### src/rtl/wb_slave_switch_pkg.sv
// Shared definitions for the Wishbone slave switch: slave select codes,
// FSM state encodings and the default bus timeout.
package wb_slave_switch_pkg;

    localparam int SEL_WIDTH = 16;

    localparam logic [SEL_WIDTH-1:0] WB_SELECT_ZERO      = 16'h0000;
    localparam logic [SEL_WIDTH-1:0] WB_SELECT_RAM       = 16'h0001;
    localparam logic [SEL_WIDTH-1:0] WB_SELECT_ROM       = 16'h0002;
    localparam logic [SEL_WIDTH-1:0] WB_SELECT_FLASH     = 16'h0004;
    localparam logic [SEL_WIDTH-1:0] WB_SELECT_UART      = 16'h0008;
    localparam logic [SEL_WIDTH-1:0] WB_SELECT_UART_STAT = 16'h0010;
    localparam logic [SEL_WIDTH-1:0] WB_SELECT_DIGSEG    = 16'h0020;
    localparam logic [SEL_WIDTH-1:0] WB_SELECT_PS2       = 16'h0040;

    localparam int DEFAULT_TIMEOUT = 255;

    // Wide enough for the largest legal timeout of 1023 cycles.
    localparam int CNT_WIDTH = 10;

    typedef enum logic [1:0] {
        ST_IDLE    = 2'd0,
        ST_BUSY    = 2'd1,
        ST_RESP    = 2'd2,
        ST_RELEASE = 2'd3
    } state_e;

endpackage

### src/rtl/wb_timeout_counter.sv
// Counts stalled bus cycles and flags expiry once LIMIT cycles have been spent
// without an acknowledge.
module wb_timeout_counter
    import wb_slave_switch_pkg::*;
#(
    parameter int LIMIT = DEFAULT_TIMEOUT
) (
    input  logic clk,
    input  logic rst,
    input  logic en_i,
    input  logic clr_i,
    output logic expire_o
);

    logic [CNT_WIDTH-1:0] cnt_q;
    logic [CNT_WIDTH-1:0] cnt_d;

    always_comb begin
        cnt_d = cnt_q;
        if (clr_i) begin
            cnt_d = '0;
        end else if (en_i) begin
            cnt_d = cnt_q + CNT_WIDTH'(1);
        end
    end

    always_ff @(posedge clk) begin
        if (!rst) begin
            cnt_q <= '0;
        end else begin
            cnt_q <= cnt_d;
        end
    end

    assign expire_o = (cnt_q == CNT_WIDTH'(LIMIT - 1));

endmodule

### src/rtl/wb_slave_switch.sv
// Routes one Wishbone classic master to a one-hot selected slave, returning
// ack on completion and err for unmapped selects or stalled slaves.
module wb_slave_switch
    import wb_slave_switch_pkg::*;
#(
    parameter int TIMEOUT_CYCLES = DEFAULT_TIMEOUT,
    parameter int NUM_SLAVES     = 16
) (
    input  logic                       clk,
    input  logic                       rst,
    input  logic                       m_cyc_i,
    input  logic                       m_stb_i,
    input  logic                       m_we_i,
    input  logic [31:0]                m_adr_i,
    input  logic [3:0]                 m_sel_i,
    input  logic [31:0]                m_dat_i,
    input  logic [NUM_SLAVES-1:0]      sel_i,
    output logic [31:0]                m_dat_o,
    output logic                       m_ack_o,
    output logic                       m_err_o,
    output logic [31:0]                s_adr_o,
    output logic [31:0]                s_dat_o,
    output logic [3:0]                 s_sel_o,
    output logic                       s_we_o,
    output logic [NUM_SLAVES-1:0]      s_cyc_o,
    output logic [NUM_SLAVES-1:0]      s_stb_o,
    input  logic [32*NUM_SLAVES-1:0]   s_dat_i,
    input  logic [NUM_SLAVES-1:0]      s_ack_i
);

    state_e                state_q;
    logic [NUM_SLAVES-1:0] selLatch_q;
    logic [NUM_SLAVES-1:0] stb_q;
    logic [31:0]           adr_q;
    logic [31:0]           wdat_q;
    logic [31:0]           rdat_q;
    logic [3:0]            lanes_q;
    logic                  we_q;
    logic                  ack_q;
    logic                  err_q;

    logic                  selValid;
    logic                  slaveAck;
    logic [31:0]           slaveRdata;
    logic                  timeoutExpire;
    logic                  busy;

    // A select is only routable when exactly one bit is set.
    assign selValid = (sel_i != '0) && ((sel_i & (sel_i - NUM_SLAVES'(1))) == '0);
    assign slaveAck = |(s_ack_i & selLatch_q);
    assign busy     = (state_q == ST_BUSY);

    always_comb begin
        slaveRdata = '0;
        for (int k = 0; k < NUM_SLAVES; k++) begin
            if (selLatch_q[k]) begin
                slaveRdata = slaveRdata | s_dat_i[32*k +: 32];
            end
        end
    end

    wb_timeout_counter #(
        .LIMIT(TIMEOUT_CYCLES)
    ) u_timeout (
        .clk      (clk),
        .rst      (rst),
        .en_i     (busy && !slaveAck && !timeoutExpire),
        .clr_i    (state_q == ST_IDLE),
        .expire_o (timeoutExpire)
    );

    always_ff @(posedge clk) begin
        if (!rst) begin
            state_q    <= ST_IDLE;
            selLatch_q <= '0;
            stb_q      <= '0;
            adr_q      <= '0;
            wdat_q     <= '0;
            rdat_q     <= '0;
            lanes_q    <= '0;
            we_q       <= 1'b0;
            ack_q      <= 1'b0;
            err_q      <= 1'b0;
        end else begin
            case (state_q)
                ST_IDLE: begin
                    if (m_cyc_i && m_stb_i) begin
                        if (selValid) begin
                            adr_q      <= m_adr_i;
                            wdat_q     <= m_dat_i;
                            lanes_q    <= m_sel_i;
                            we_q       <= m_we_i;
                            selLatch_q <= sel_i;
                            stb_q      <= sel_i;
                            state_q    <= ST_BUSY;
                        end else begin
                            err_q   <= 1'b1;
                            state_q <= ST_RESP;
                        end
                    end
                end
                // An ack in the expiry cycle still counts as success.
                ST_BUSY: begin
                    if (slaveAck) begin
                        if (!we_q) begin
                            rdat_q <= slaveRdata;
                        end
                        ack_q   <= 1'b1;
                        stb_q   <= '0;
                        we_q    <= 1'b0;
                        state_q <= ST_RESP;
                    end else if (timeoutExpire) begin
                        err_q   <= 1'b1;
                        stb_q   <= '0;
                        we_q    <= 1'b0;
                        state_q <= ST_RESP;
                    end
                end
                ST_RESP: begin
                    ack_q   <= 1'b0;
                    err_q   <= 1'b0;
                    state_q <= ST_RELEASE;
                end
                ST_RELEASE: begin
                    if (!m_stb_i) begin
                        state_q <= ST_IDLE;
                    end
                end
                default: begin
                    state_q <= ST_IDLE;
                end
            endcase
        end
    end

    assign m_dat_o = rdat_q;
    assign m_ack_o = ack_q;
    assign m_err_o = err_q;
    assign s_adr_o = adr_q;
    assign s_dat_o = wdat_q;
    assign s_sel_o = lanes_q;
    assign s_we_o  = we_q;
    assign s_cyc_o = stb_q;
    assign s_stb_o = stb_q;

endmodule

### config.mk
export PLATFORM = sky130hd
export DESIGN_NAME = wb_slave_switch
export DESIGN_NICKNAME = d
export VERILOG_FILES = /design/src/rtl/wb_slave_switch_pkg.sv /design/src/rtl/wb_timeout_counter.sv /design/src/rtl/wb_slave_switch.sv
export SDC_FILE = /design/constraint.sdc
export NUM_CORES = 1
export LEC_CHECK = 0
export ABC_CLOCK_PERIOD_IN_PS = 3900
export BUFFER_PORTS_ARGS = -buffer_cell sky130_fd_sc_hd__buf_4
export CAP_MARGIN = 30
export CELL_PAD_IN_SITES_DETAIL_PLACEMENT = 1
export CELL_PAD_IN_SITES_GLOBAL_PLACEMENT = 1
export CORE_AREA = 4 4 291 293
export DETAILED_ROUTE_END_ITERATION = 8
export DIE_AREA = 0 0 295 297
export GPL_ROUTABILITY_DRIVEN = 1
export GPL_TIMING_DRIVEN = 0
export HOLD_SLACK_MARGIN = 0.06
export PLACE_DENSITY_LB_ADDON = 0.1
export SLEW_MARGIN = 20
export SYNTH_ARGS = -nofsm -noshare
export SYNTH_HDL_FRONTEND = slang
export SYNTH_SLANG_ARGS = --single-unit
export TNS_END_PERCENT = 5
### constraint.sdc
create_clock -name clk -period 3.9 [get_ports clk]
set_input_delay 0.195 -clock clk [delete_from_list [all_inputs] [get_ports clk]]
set_output_delay 0.195 -clock clk [all_outputs]
set_load 0.01 [all_outputs]
### Word-level counts from Yosys, hierarchy flattened

Cells that the tools add are included.

* memories kept: 0
* memory bits (writable): 0
* bits in registers: 147
* bits of input ports: 617
* bits in read-only memories: 0
* latch bits: 0

* eq/ne operators: 12
* magnitude comparators: 0
* multiply operators: 0
* reduce and logical (&&, ||, !) cells: 20
* shifts and indexed selects: 0
* mux-type cells: 39
* add/sub/neg operators: 2
* bitwise gates (word level): 19
* divide/modulo/power cells: 0

Operators with widths (count)
* 32-bit two-way mux: 16
* 32-bit OR: 15
* 16-bit two-way mux: 4
* 16-bit AND: 2
* 16-bit one-hot mux with 2 select lines: 1
* 16-bit zero test: 1
* 16-bit nonzero test: 1
* 16-bit OR reduction: 1
* 16-bit by 1-bit subtractor with 16-bit output, second input constant: 1
* 2-bit inequality test, second input constant: 7
* 10-bit by 1-bit adder with 10-bit output, second input constant: 1
* 10-bit by 8-bit equality test with 1-bit output, second input constant: 1
* 2-bit two-way mux: 5
* 1-bit two-way mux: 9
* 3-bit AND reduction: 3
* 2-bit one-hot mux with 4 select lines: 1
* 5-bit AND reduction: 1
* 2-bit equality test, second input constant: 2
* 1-bit logical AND: 4
* 1-bit one-hot mux with 2 select lines: 2
* 4-bit AND reduction: 1
* 2-bit nonzero test: 2
* 3-bit inequality test, second input constant: 1
* 1-bit one-hot mux with 3 select lines: 1
* other kinds (7): 9

### Depth between registers and ports, before layout

Gate-level depths: netlist of the first run.

* depth after elaboration: 31
* gate-level depth with buffers: 10
* depth with buffers taken out: 8

### Modules after synthesis

Synthesis of the first run repeated with hierarchy kept, for this count alone.

* cells, all modules: 1096
* area total of the unflattened synthesis: 8737.1 µm²

Modules (own cells, without submodules)
* wb_slave_switch: cells each 1041, sequential area each 2742.6 µm², instances 1, area an instance 8261.7 µm²
* wb_timeout_counter: cells each 55, sequential area each 200.2 µm², instances 1, area an instance 475.5 µm²

### Least setup slack after synthesis of the first run

Ideal clock, no wire load.

* path type: input to register
* start: in sel_i[3]
* end: reg adr_q[0] (netlist: s_adr_o[0])
* required time: 3.772 ns
* arrival time: 2.219 ns
* cell stages on the path: 8
* library setup time: 0.128 ns
* path slack: 1.553 ns
* cell sequence: or4_4 -> maj3_2 -> o22a_1 -> a2111oi_4 -> buf_6 -> buf_6 -> mux2i_1 -> nor2_1

* word-level cells in the longest chain between the ends: 5

Ends and longest elaborated chain
* start, declared: RTL line wb_slave_switch.sv:17 `input logic [NUM_SLAVES-1:0] sel_i,`
* 16-bit by 1-bit subtractor with 16-bit output: RTL line wb_slave_switch.sv:49 `assign selValid = (sel_i != '0) && ((sel_i & (sel_i - NUM_SLAVES'(1))) == '0);`
* 16-bit AND: RTL line wb_slave_switch.sv:49
* 16-bit zero test: RTL line wb_slave_switch.sv:49
* 1-bit logical AND *: RTL line wb_slave_switch.sv:49
* 3-bit AND reduction (no source line) *
* end signal, assigned: RTL line wb_slave_switch.sv:89 `adr_q <= m_adr_i;`
* end, declared: RTL line wb_slave_switch.sv:34 `logic [31:0] adr_q;`

Every way passes the cells marked *; elsewhere a longest branch is shown, timed or not.
A chain may end at the register's enable or synchronous reset.

### Final worst setup path of the first run

* start: reg selLatch_q[12]
* end: reg rdat_q[13] (netlist: m_dat_o[13])

* word-level cells in the longest chain between the ends: 7

Ends and longest elaborated chain
* start, declared: RTL line wb_slave_switch.sv:32 `logic [NUM_SLAVES-1:0] selLatch_q;`
* start signal, assigned: RTL line wb_slave_switch.sv:93 `selLatch_q <= sel_i;`
* 32-bit two-way mux: RTL line wb_slave_switch.sv:56 `if (selLatch_q[k]) begin`
* 32-bit OR: RTL line wb_slave_switch.sv:57 `slaveRdata = slaveRdata | s_dat_i[32*k +: 32];`
* 32-bit two-way mux: RTL line wb_slave_switch.sv:56
* 32-bit OR: RTL line wb_slave_switch.sv:57
* 32-bit two-way mux: RTL line wb_slave_switch.sv:56
* 32-bit OR: RTL line wb_slave_switch.sv:57
* 32-bit two-way mux: RTL line wb_slave_switch.sv:56
* end signal, assigned: RTL line wb_slave_switch.sv:106 `rdat_q <= slaveRdata;`
* end, declared: RTL line wb_slave_switch.sv:36 `logic [31:0] rdat_q;`

Several ways; a longest one is shown, not always the timed one.

==> run summary, run 1 <==
status: complete, no violations
share of cells above drive strength 1: 45.1%
antenna viol nets, final: 0
drt first pass iters: 5
Worst path depth: 10
slowest stage delay, CP: 750 ps
I/O pin count: 752
H-tree levels: 4
Die X: 295 um
CP cell instances: clkbuf_1, a22o_1, a221oi_1, and4_1, clkbuf_1, nor3b_1, clkbuf_1, clkbuf_1, nor2_1, a211oi_1
Tmin final: 3610 ps
Pins Over Slew Limit: 0
Initial Utilization: 10.5%
Setup WS post-layout: 293 ps
vias in the first global route: 13700
Synth cell types: 48
R2R depth: 10
IO Port Bufs: 750
pin count of the biggest net entering global routing: 17
reg2reg start: selLatch_q[12]
Pleak: 7.18 nW
HP Class: in -> reg
Period Utilization, post-route: 92.5%
Synth Register Bits: 147
crit path launch type: register
DR DRC count: 0
final core utilization: 21.0%
Max Root-Sink Buffers: 2
grt ovf: 0
largest fanout on the critical path: 10
ys async rst share: 0%
total CTS buffers: 17
Nets: 2509
CP Buf/Inv Count: 4
worst hold start: rst
reg2reg end: m_dat_o[13]
Mapped Area: 8560 um^2
Min-Delay Endpoint: m_err_o
number of flops mapped to enable cells by yosys: 0
Die Area: 87600 um^2
via count: 12800
Setup crit end kind: register
clock latency on the worst-skew pair: 470 ps
DRT Wirelength: 100000 um
Crit path top cell by count: clkbuf_1
initial antenna violation count: 35
Worst Tran Pin Value: 1120 ps
register area share after synthesis: 34.4%
setup bufs post-CTS: 0
Peak VDD IR: 0.328 mV
Layout Skew: 17.2 ps
Layout area overhead: 101%
gpl congestion: 0.856
dpl ws: 282 ps
CTS root buf: clkbuf_16
GRT Util Overall: 22.0%
max-cap violations: 0
RSZ-0062 raised after global routing: false
Hold Path Depth: 3
Mapped Cells: 1017
fmax: 277 MHz
Setup Viol. Count Final: 0
cell row count: 105
crit path DAT: 3980 ps
CP delay by family, top: buffers and inverters
core area: 81800 um^2
# clock sinks: 147
CTS tree: done
Post-DP HPWL: 85100 um
Power per Cell Area: 239 nW/um^2
kind of critical path: reg -> reg
syn_nets: 1641
syn_area_per_cell: 8.42 um^2
Die Ht: 297 um
reg2reg setup slack: 290 ps
first-pass GRT wire length: 129000 um
Clk pin slew, worst setup/hold paths: 60 ps
vias per cell: 4.29
Worst EP required: 4270 ps
final-report hold violation count: 0
Synth Flop Type: dfxtp_1
WL/cell: 33.7 um
First DRT Iteration DRCs: 667
Ys Warns: 0
Critical-path top delay cell: clkbuf_1
relative slew slack: 25.0%
-- power breakdown --
group	switching [mW]	leakage [nW]	internal (mW)	total [mW]
clock	0.754	0.277	0.959	1.71
combinational	0.347	5.72	0.522	0.869
sequential	0.0169	1.18	1.52	1.53
total	1.12	7.18	3.00	4.11
-- worst min-delay path, cell delays in order --
cell and delay, ps:
clkbuf_1 150, nand2b_1 110, mux2i_1 70
-- registers in the layout, indices dropped and copies added, names as in the netlist, 2 cells and up --
register,cells
m_dat_o,32
s_sel_o,4
s_adr_o,32
s_cyc_o,16
u_timeout.cnt_q,10
selLatch_q,16
s_dat_o,32
state_q,2
-- synthesized netlist by cell type (3+ instances only) --
master,number,share of area (%)
buf_1,11,0.48
o21ai_1,10,0.58
nor2_1,153,6.7
or4_1,4,0.35
nor3_1,3,0.18
a22o_1,44,4.5
o21ai_0,12,0.70
nand2_1,29,1.3
or3_1,5,0.37
a22oi_1,176,15
buf_6,7,0.92
buf_4,18,1.6
clkbuf_1,79,3.5
ha_1,7,1.0
nand3_1,61,3.6
nand4_1,29,2.1
dfxtp_1,147,34
a211oi_1,34,3.0
a221oi_1,44,4.5
a21oi_1,12,0.70
inv_1,5,0.22
or2_2,3,0.22
buf_2,3,0.18
mux2i_1,85,9.9
o31ai_1,5,0.44
-- stage by stage --
stage / TNS [ps] / area [um^2] / hold WS [ps] / std cells / power, mW
finish: 0 / 17200 / 118 / 2980 / 4.11
global route: 0 / 17200 / 117 / 2972 / 4.33
CTS: 0 / 17200 / 77.9 / 2966 / 4.21
detailed placement: 0 / 15700 / 433 / 2850 / 2.37
global placement: -6720 / 15500 / 425 / 2837 / 2.36
floorplan: 0 / 8560 / 325 / 1017 / 1.74
-- final cells by class --
cell class | instances | area, um^2
diodes | 13 | 32.5
plain buffers | 118 | 602
clock buffers | 20 | 447
clock inverters | 11 | 129
fillers | 9700 | 64600
inverters | 6 | 22.5
multi-input cells | 746 | 5030
flip-flops and latches | 147 | 2940
well taps | 1070 | 1340
repair buffers | 849 | 6680
-- kinds of logic after synthesis --
kind of cell	Yosys count	synth area share, %
AO/OA/AOI/OAI	348	31.1
AND/OR/NAND/NOR	301	16.1
flip-flops	147	34.4
buffers and inverters	124	6.88
multiplexers	85	9.94
adder cells (fa/ha/maj)	10	1.39
XOR/XNOR	2	0.205
-- placed cells by master (no fill, tap or decap), types with 3 or more instances in the layout --
cell type      count
nor3_1             3
a22oi_1          176
clkinv_4           3
o21ai_1           10
dlygate4sd3_1     85
ha_1               7
mux2i_1           85
nand4_1           29
diode_2           13
buf_2              9
nand3_1           61
buf_1              5
o31ai_1            5
or4_1              4
clkbuf_1          59
a21oi_1           12
nor2_1           153
inv_1              5
clkbuf_2          22
buf_4            769
o21ai_0           12
or2_2              3
nand2_1           29
clkbuf_16         17
buf_6             16
a211oi_1          34
a221oi_1          44
a22o_1            44
dfxtp_1          147
or3_1              5
-- worst max-delay path by stage --
stage / startpoint / end
6_report: selLatch_q[12] / m_dat_o[13]
3_5_place_dp: selLatch_q[12] / m_dat_o[13]
3_3_place_gp: selLatch_q[12] / m_dat_o[24]
2_1_floorplan: sel_i[3] / s_adr_o[0]
5_1_grt: selLatch_q[12] / m_dat_o[12]
4_1_cts: selLatch_q[12] / m_dat_o[13]
-- metal layers --
layer | vias up | part of all wire [%] | track usage (%) | wire length [um]
met5 | - | 0.073 | 0 | 73
met4 | 12 | 1.6 | 3.93 | 1600
met3 | 89 | 7.1 | 6.17 | 7090
met2 | 582 | 52 | 40.6 | 51900
met1 | 6420 | 40 | 25.4 | 39800
li1 | 5670 | - | - | -
-- what timing repair did --
action | in CTS | in global routing
hold endpoints to repair | 101 | 0
gates resized for setup | 0 | 0
hold buffers | 85 | 0
No activity file was read; power rests on OpenSTA's default activity.
==> inputs of run 2 (changes only) <==
--- a/config.mk
+++ b/config.mk
@@ -17,6 +17,7 @@
 export GPL_TIMING_DRIVEN = 0
 export HOLD_SLACK_MARGIN = 0.06
 export PLACE_DENSITY_LB_ADDON = 0.1
+export SETUP_SLACK_MARGIN = 0.5
 export SLEW_MARGIN = 20
 export SYNTH_ARGS = -nofsm -noshare
 export SYNTH_HDL_FRONTEND = slang
==> run 2 against run 1 <==
Net effect:
- worst setup slack improved by 350 ps
- worst hold slack barely moved
- routed wire length is essentially flat
- clock power is essentially flat
- clock-buffer cell count stayed put
- clock skew about the same
- critical path depth fell by 2
- register-to-register slack better by 350 ps
- combinational power is essentially flat
- total power about the same
- critical endpoint is now m_dat_o[3]
==> run summary, run 2 (synthesis results as in run 1) <==
Sequential Power Share: 37.3% (about the same)
commonest non-fill, non-tap cell in the layout: buf_4
reg2reg end: m_dat_o[3]
FILL cells: 9698 (-0.021%)
reg2reg start: selLatch_q[6]
First DRT Iteration DRCs: 661 (-0.90%)
combinational group share of total power: 21.1% (about the same)
Worst EP required: 4200 ps (-70 ps)
max-cap violations: 0 (unchanged)
RSZ-0062 raised after global routing: true
Sw Ratio: 27.2% (about the same)
reg2reg setup slack: 640 ps (+350 ps)
vias in the first global route: 13700 (unchanged)
Setup crit end kind: register
R2R depth: 8 (-2)
Peak VDD IR: 0.328 mV (about the same)
HP Class: in -> reg
Tmin final: 3260 ps (-345 ps)
Power, Total: 4.11 mW (about the same)
setup bufs post-CTS: 0 (unchanged)
fraction of power consumed by the clock network: 41.6% (about the same)
Pins Over Slew Limit: 0 (unchanged)
first-pass GRT wire length: 129000 um (unchanged)
relative slew slack: 25.0% (about the same)
placed insts: 2850 (unchanged)
Die X: 295 um (unchanged)
crit path launch type: register
Pleak: 7.20 nW (+0.29%)
worst hold start: rst
Min-Delay Endpoint: m_err_o
met2 usage: 40.6% (unchanged)
Final Instance Count excl. Fillers: 2980 (unchanged)
via count: 12800 (unchanged)
grt ovf: 0 (unchanged)
Initial Utilization: 10.5% (unchanged)
Power per Cell Area: 239 nW/um^2 (about the same)
Die Ht: 297 um (unchanged)
Period Utilization, post-route: 83.6% (-8.9 points)
fmax: 307 MHz (+11%)
vias per cell: 4.29 (unchanged)
clock latency on the worst-skew pair: 470 ps (about the same)
total CTS buffers: 17 (unchanged)
DRT Wirelength: 100000 um (about the same)
Worst Tran Pin Value: 1130 ps (+0.179 ps)
CTS tree: done
Nets: 2509 (unchanged)
internal power: 3.00 mW (about the same)
cell row count: 105 (unchanged)
IO Port Bufs: 750 (unchanged)
DR DRC count: 0 (unchanged)
Switch Pwr: 1.12 mW (-0.14%)
gr busiest metal: met2
drt first pass iters: 5 (unchanged)
final-report hold violation count: 0 (unchanged)
I/O pin count: 752 (unchanged)
gpl congestion: 0.856 (unchanged)
initial antenna violation count: 35 (unchanged)
H-tree levels: 4 (unchanged)
status: complete, no violations
Layout area overhead: 101% (about the same)
GR Util met1: 25.4% (unchanged)
Hold Path Depth: 3 (unchanged)
Setup Viol. Count Final: 0 (unchanged)
share of cells above drive strength 1: 45.4% (+0.32 points)
largest fanout on the critical path: 10 (unchanged)
kind of critical path: reg -> reg
core area: 81800 um^2 (unchanged)
Die Area: 87600 um^2 (unchanged)
pin count of the biggest net entering global routing: 17 (unchanged)
crit path DAT: 3560 ps (-420 ps)
Post-DP HPWL: 85100 um (unchanged)
# clock sinks: 147 (unchanged)
GRT Util Overall: 22.0% (unchanged)
antenna viol nets, final: 0 (unchanged)
Clk pin slew, worst setup/hold paths: 60 ps (about the same)
Max Root-Sink Buffers: 2 (unchanged)
Layout Skew: 17.2 ps (+0.00150 ps)
commonest non-fill, non-tap cells in the layout: buf_4 (769), a22oi_1 (176), nor2_1 (153)
GRT met3 Usage: 6.17% (unchanged)
WL/cell: 33.7 um (about the same)
CTS root buf: clkbuf_16
==> run 2: changes by cell type in the layout (fill, tap and decap cells not counted) <==
cell      previous run  this run
clkbuf_2            22        28
clkbuf_1            59        53
==> run 2: metal layers <==
layer	share of wire, %	wire (um)	vias up
met5	0.073	73	-
met4	1.6	1600	12
met3	7.1	7080	89
met2	52	51900	580
met1	40	39700	6421
li1	-	-	5671
==> run 2: worst max-delay path by stage <==
stage | from | to | slack [ps] | cells past startpoint
floorplan | sel_i[3] | s_adr_o[0] | 1550 | 8
global placement | selLatch_q[12] | m_dat_o[24] | -470 | 7
detailed placement | selLatch_q[12] | m_dat_o[13] | 280 | 10
CTS | selLatch_q[13] | m_dat_o[13] | 600 | 9
global route | selLatch_q[6] | m_dat_o[20] | 410 | 9
finish | selLatch_q[6] | m_dat_o[3] | 640 | 8
==> run 2: area by class of cell <==
| type | count | area, um^2 | share of cell area, % |
|---|---|---|---|
| repair buffers | 849 | 6680 | 38.8 |
| multi-input cells | 746 | 5030 | 29.2 |
| flip-flops and latches | 147 | 2940 | 17.1 |
| well taps | 1070 | 1340 | 7.77 |
| plain buffers | 118 | 609 | 3.54 |
| clock buffers | 20 | 447 | 2.59 |
| clock inverters | 11 | 129 | 0.748 |
| diodes | 13 | 32.5 | 0.189 |
| inverters | 6 | 22.5 | 0.131 |
==> run 2: power groups by stage <==
| stage | combinational [mW] | sequential, mW | clock [mW] |
|---|---|---|---|
| after floorplan | 0.177 | 1.56 | 0 |
| after global routing | 0.946 | 1.53 | 1.85 |
| after detailed placement | 0.800 | 1.57 | 0 |
| after global placement | 0.792 | 1.56 | 0 |
| final | 0.867 | 1.53 | 1.71 |
| after CTS | 0.879 | 1.53 | 1.80 |
==> run 2: what timing repair did <==
| item | in CTS | in global routing |
|---|---|---|
| endpoints found under the setup margin | 32 | 27 |
| hold endpoints to repair | 101 | 0 |
| hold buffers | 85 | 0 |
| gates resized for setup | 5 | 2 |
==> run 2: worst max-delay path, stage by stage, from the launching register on <==
cell	delay, ps
dfxtp_1	310
clkbuf_1	510
a221oi_1	220
and4_1	310
clkbuf_1	220
nor3b_1	220
clkbuf_1	460
clkbuf_1	690
a211oi_1	160
==> run 2: stage by stage <==
step                      cell area [um^2]  util [%]  TNS (ps)  setup WS (ps)  hold WS [ps]
after CTS                            17200      21.0         0            599          77.9
final                                17200      21.0         0            639           119
after global routing                 17200      21.0         0            412           117
after detailed placement             15700      19.2         0            282           433
after floorplan                       8560         -         0           1550           325
after global placement               15500      19.0     -6720           -468           425
==> inputs of run 3 (changes only) <==
--- a/config.mk
+++ b/config.mk
@@ -5,14 +5,14 @@
 export SDC_FILE = /design/constraint.sdc
 export NUM_CORES = 1
 export LEC_CHECK = 0
-export ABC_CLOCK_PERIOD_IN_PS = 3900
+export ABC_CLOCK_PERIOD_IN_PS = 3200
 export BUFFER_PORTS_ARGS = -buffer_cell sky130_fd_sc_hd__buf_4
 export CAP_MARGIN = 30
 export CELL_PAD_IN_SITES_DETAIL_PLACEMENT = 1
 export CELL_PAD_IN_SITES_GLOBAL_PLACEMENT = 1
-export CORE_AREA = 4 4 291 293
+export CORE_AREA = 4 4 294 296
 export DETAILED_ROUTE_END_ITERATION = 8
-export DIE_AREA = 0 0 295 297
+export DIE_AREA = 0 0 298 300
 export GPL_ROUTABILITY_DRIVEN = 1
 export GPL_TIMING_DRIVEN = 0
 export HOLD_SLACK_MARGIN = 0.06
==> constraint.sdc (replaced) <==
create_clock -name clk -period 3.2 [get_ports clk]
set_input_delay 0.16 -clock clk [delete_from_list [all_inputs] [get_ports clk]]
set_output_delay 0.16 -clock clk [all_outputs]
set_load 0.01 [all_outputs]
==> run 3 against run 2 <==
Net effect:
- combinational power rose by 27%
- utilization barely moved
- worst hold slack gained 13 ps
- highest routed layer unchanged
- first-iteration DRC count rose by 2.9%
- largest power group unchanged
- clock power rose by 26%
==> run summary, run 3 (synthesis results as in run 1) <==
Setup crit end kind: register
Nets: 2524 (+0.60%)
WL/cell: 34.0 um (+0.87%)
First DRT Iteration DRCs: 680 (+2.9%)
antenna viol nets, final: 0 (unchanged)
Fin Hold WS: 132 ps (+12.9 ps)
HP Class: in -> reg
Worst EP required: 3580 ps (-620 ps)
slowest stage delay, CP: 490 ps (-200 ps)
initial antenna violation count: 21 (-40%)
# clock sinks: 147 (unchanged)
Worst Tran Pin Value: 1240 ps (+119 ps)
reg2reg start: selLatch_q[7]
Fin Setup TNS: 0 ps (unchanged)
core area: 83600 um^2 (+2.1%)
Max Root-Sink Buffers: 2 (unchanged)
Tmin final: 2690 ps (-567 ps)
vias in the first global route: 13600 (-0.37%)
DRT Wirelength: 102000 um (+1.6%)
commonest non-fill, non-tap cell in the layout: buf_4
crit path DAT: 3070 ps (-490 ps)
total CTS buffers: 17 (unchanged)
final instance area: 17600 um^2 (+2.2%)
relative slew slack: 17.1% (-7.9 points)
crit path launch type: register
final core utilization: 21.1% (about the same)
Setup WS post-layout: 506 ps (-133 ps)
placed insts: 2865 (+0.53%)
grt ovf: 0 (unchanged)
Layout Skew: 17.8 ps (+0.579 ps)
Die Area: 89400 um^2 (+2.0%)
share of cells above drive strength 1: 47.6% (+2.1 points)
DR DRC count: 0 (unchanged)
largest fanout on the critical path: 10 (unchanged)
Pleak: 7.38 nW (+2.5%)
first-pass GRT wire length: 132000 um (+2.1%)
Period Utilization, post-route: 84.2% (+0.56 points)
max-cap violations: 0 (unchanged)
Initial Utilization: 10.2% (-0.21 points)
H-tree levels: 4 (unchanged)
CTS tree: done
CP Launch Point: selLatch_q[7]
Clk pin slew, worst setup/hold paths: 70 ps (about the same)
CP Buf/Inv Count: 4 (unchanged)
Post-DP HPWL: 85800 um (+0.75%)
Peak VDD IR: 0.254 mV (-22%)
dpl ws: -356 ps (-638 ps)
kind of critical path: reg -> reg
cell row count: 106 (+0.95%)
CP delay by family, top: buffers and inverters
vias per cell: 4.26 (-0.71%)
GRT Util Overall: 21.9% (-0.15 points)
final-report hold violation count: 0 (unchanged)
Die Ht: 300 um (+1.0%)
Final Instance Count excl. Fillers: 3001 (+0.70%)
Pins Over Slew Limit: 0 (unchanged)
I/O pin count: 752 (unchanged)
CTS root buf: clkbuf_16
Die X: 298 um (+1.0%)
Power per Cell Area: 291 nW/um^2 (+22%)
via count: 12800 (-0.0078%)
worst hold start: m_stb_i
Critical-path top delay cell: clkbuf_4
RSZ-0062 raised after global routing: true
Layout area overhead: 106%
Setup Viol. Count Final: 0 (unchanged)
status: complete, no violations
commonest non-fill, non-tap cells in the layout: buf_4 (778), a22oi_1 (174), nor2_1 (151)
clock latency on the worst-skew pair: 480 ps (about the same)
gpl congestion: 0.955 (+12%)
IO Port Bufs: 750 (unchanged)
pin count of the biggest net entering global routing: 17 (unchanged)
Power, Total: 5.13 mW (+25%)
CP cell instances: clkbuf_2, clkbuf_4, clkbuf_1, buf_6, a22oi_1, nand4_1, nor2_1, a211oi_1
fmax: 371 MHz (+21%)
placed inst area: 15900 um^2 (+0.76%)
drt first pass iters: 5 (unchanged)
-- run 3: cell types whose count changed in the layout (fill, tap and decap cells not counted), sizes merged, moves of 2 or more --
cell	before	now
diode	13	8
buf	803	814
clkinv	5	3
inv	8	11
clkdlybuf4s15	0	2
-- run 3: routing by layer --
| metal | global-route usage (%) | part of all wire (%) | vias to the layer above |
|---|---|---|---|
| met5 | 0 | 0.078 | - |
| met4 | 4.88 | 1.6 | 12 |
| met3 | 4.87 | 5.8 | 72 |
| met2 | 39.6 | 51 | 541 |
| met1 | 26.3 | 41 | 6448 |
| li1 | - | - | 5699 |
-- run 3: layout make-up --
class                           count  area [um^2]
Antenna cell                        8         20.0
Buffer                            118          707
Clock buffer                       20          447
Clock inverter                     12          144
Fill cell                        9897        66000
Inverter                            6         22.5
Multi-Input combinational cell    746         5130
Sequential cell                   147         2940
Tap cell                         1080         1350
Timing Repair Buffer              864         6840
-- run 3: worst min-delay path, delay by kind of cell --
kind / cells / cell delay [ps]
compound gates: 2 / 200
simple gates: 2 / 110
buf+inv: 1 / 100
-- run 3: report_power, final --
part           leakage (nW)  switching (mW)  internal, mW  total [mW]
Clock                 0.284           0.978          1.18        2.16
Combinational          5.91           0.444         0.653        1.10
Sequential             1.18          0.0209          1.85        1.87
-- run 3: final timing paths --
path                endpoint  cells past startpoint  slack [ps]
setup reg to reg  m_dat_o[5]                      8         510
hold reg to reg      m_err_o                      2         480
hold / removal    state_q[0]                      5         130
setup / recovery  m_dat_o[5]                      8         510
-- run 3: repair_timing --
action / 4_1_cts / 5_1_grt
pin swaps: 1 / 6
cloned: 0 / 1
buffers inserted: 1 / 7
hold buffers: 86 / 0
resized for setup: 40 / 31
setup endpoints to repair: 145 / 137
hold endpoints to repair: 102 / 0
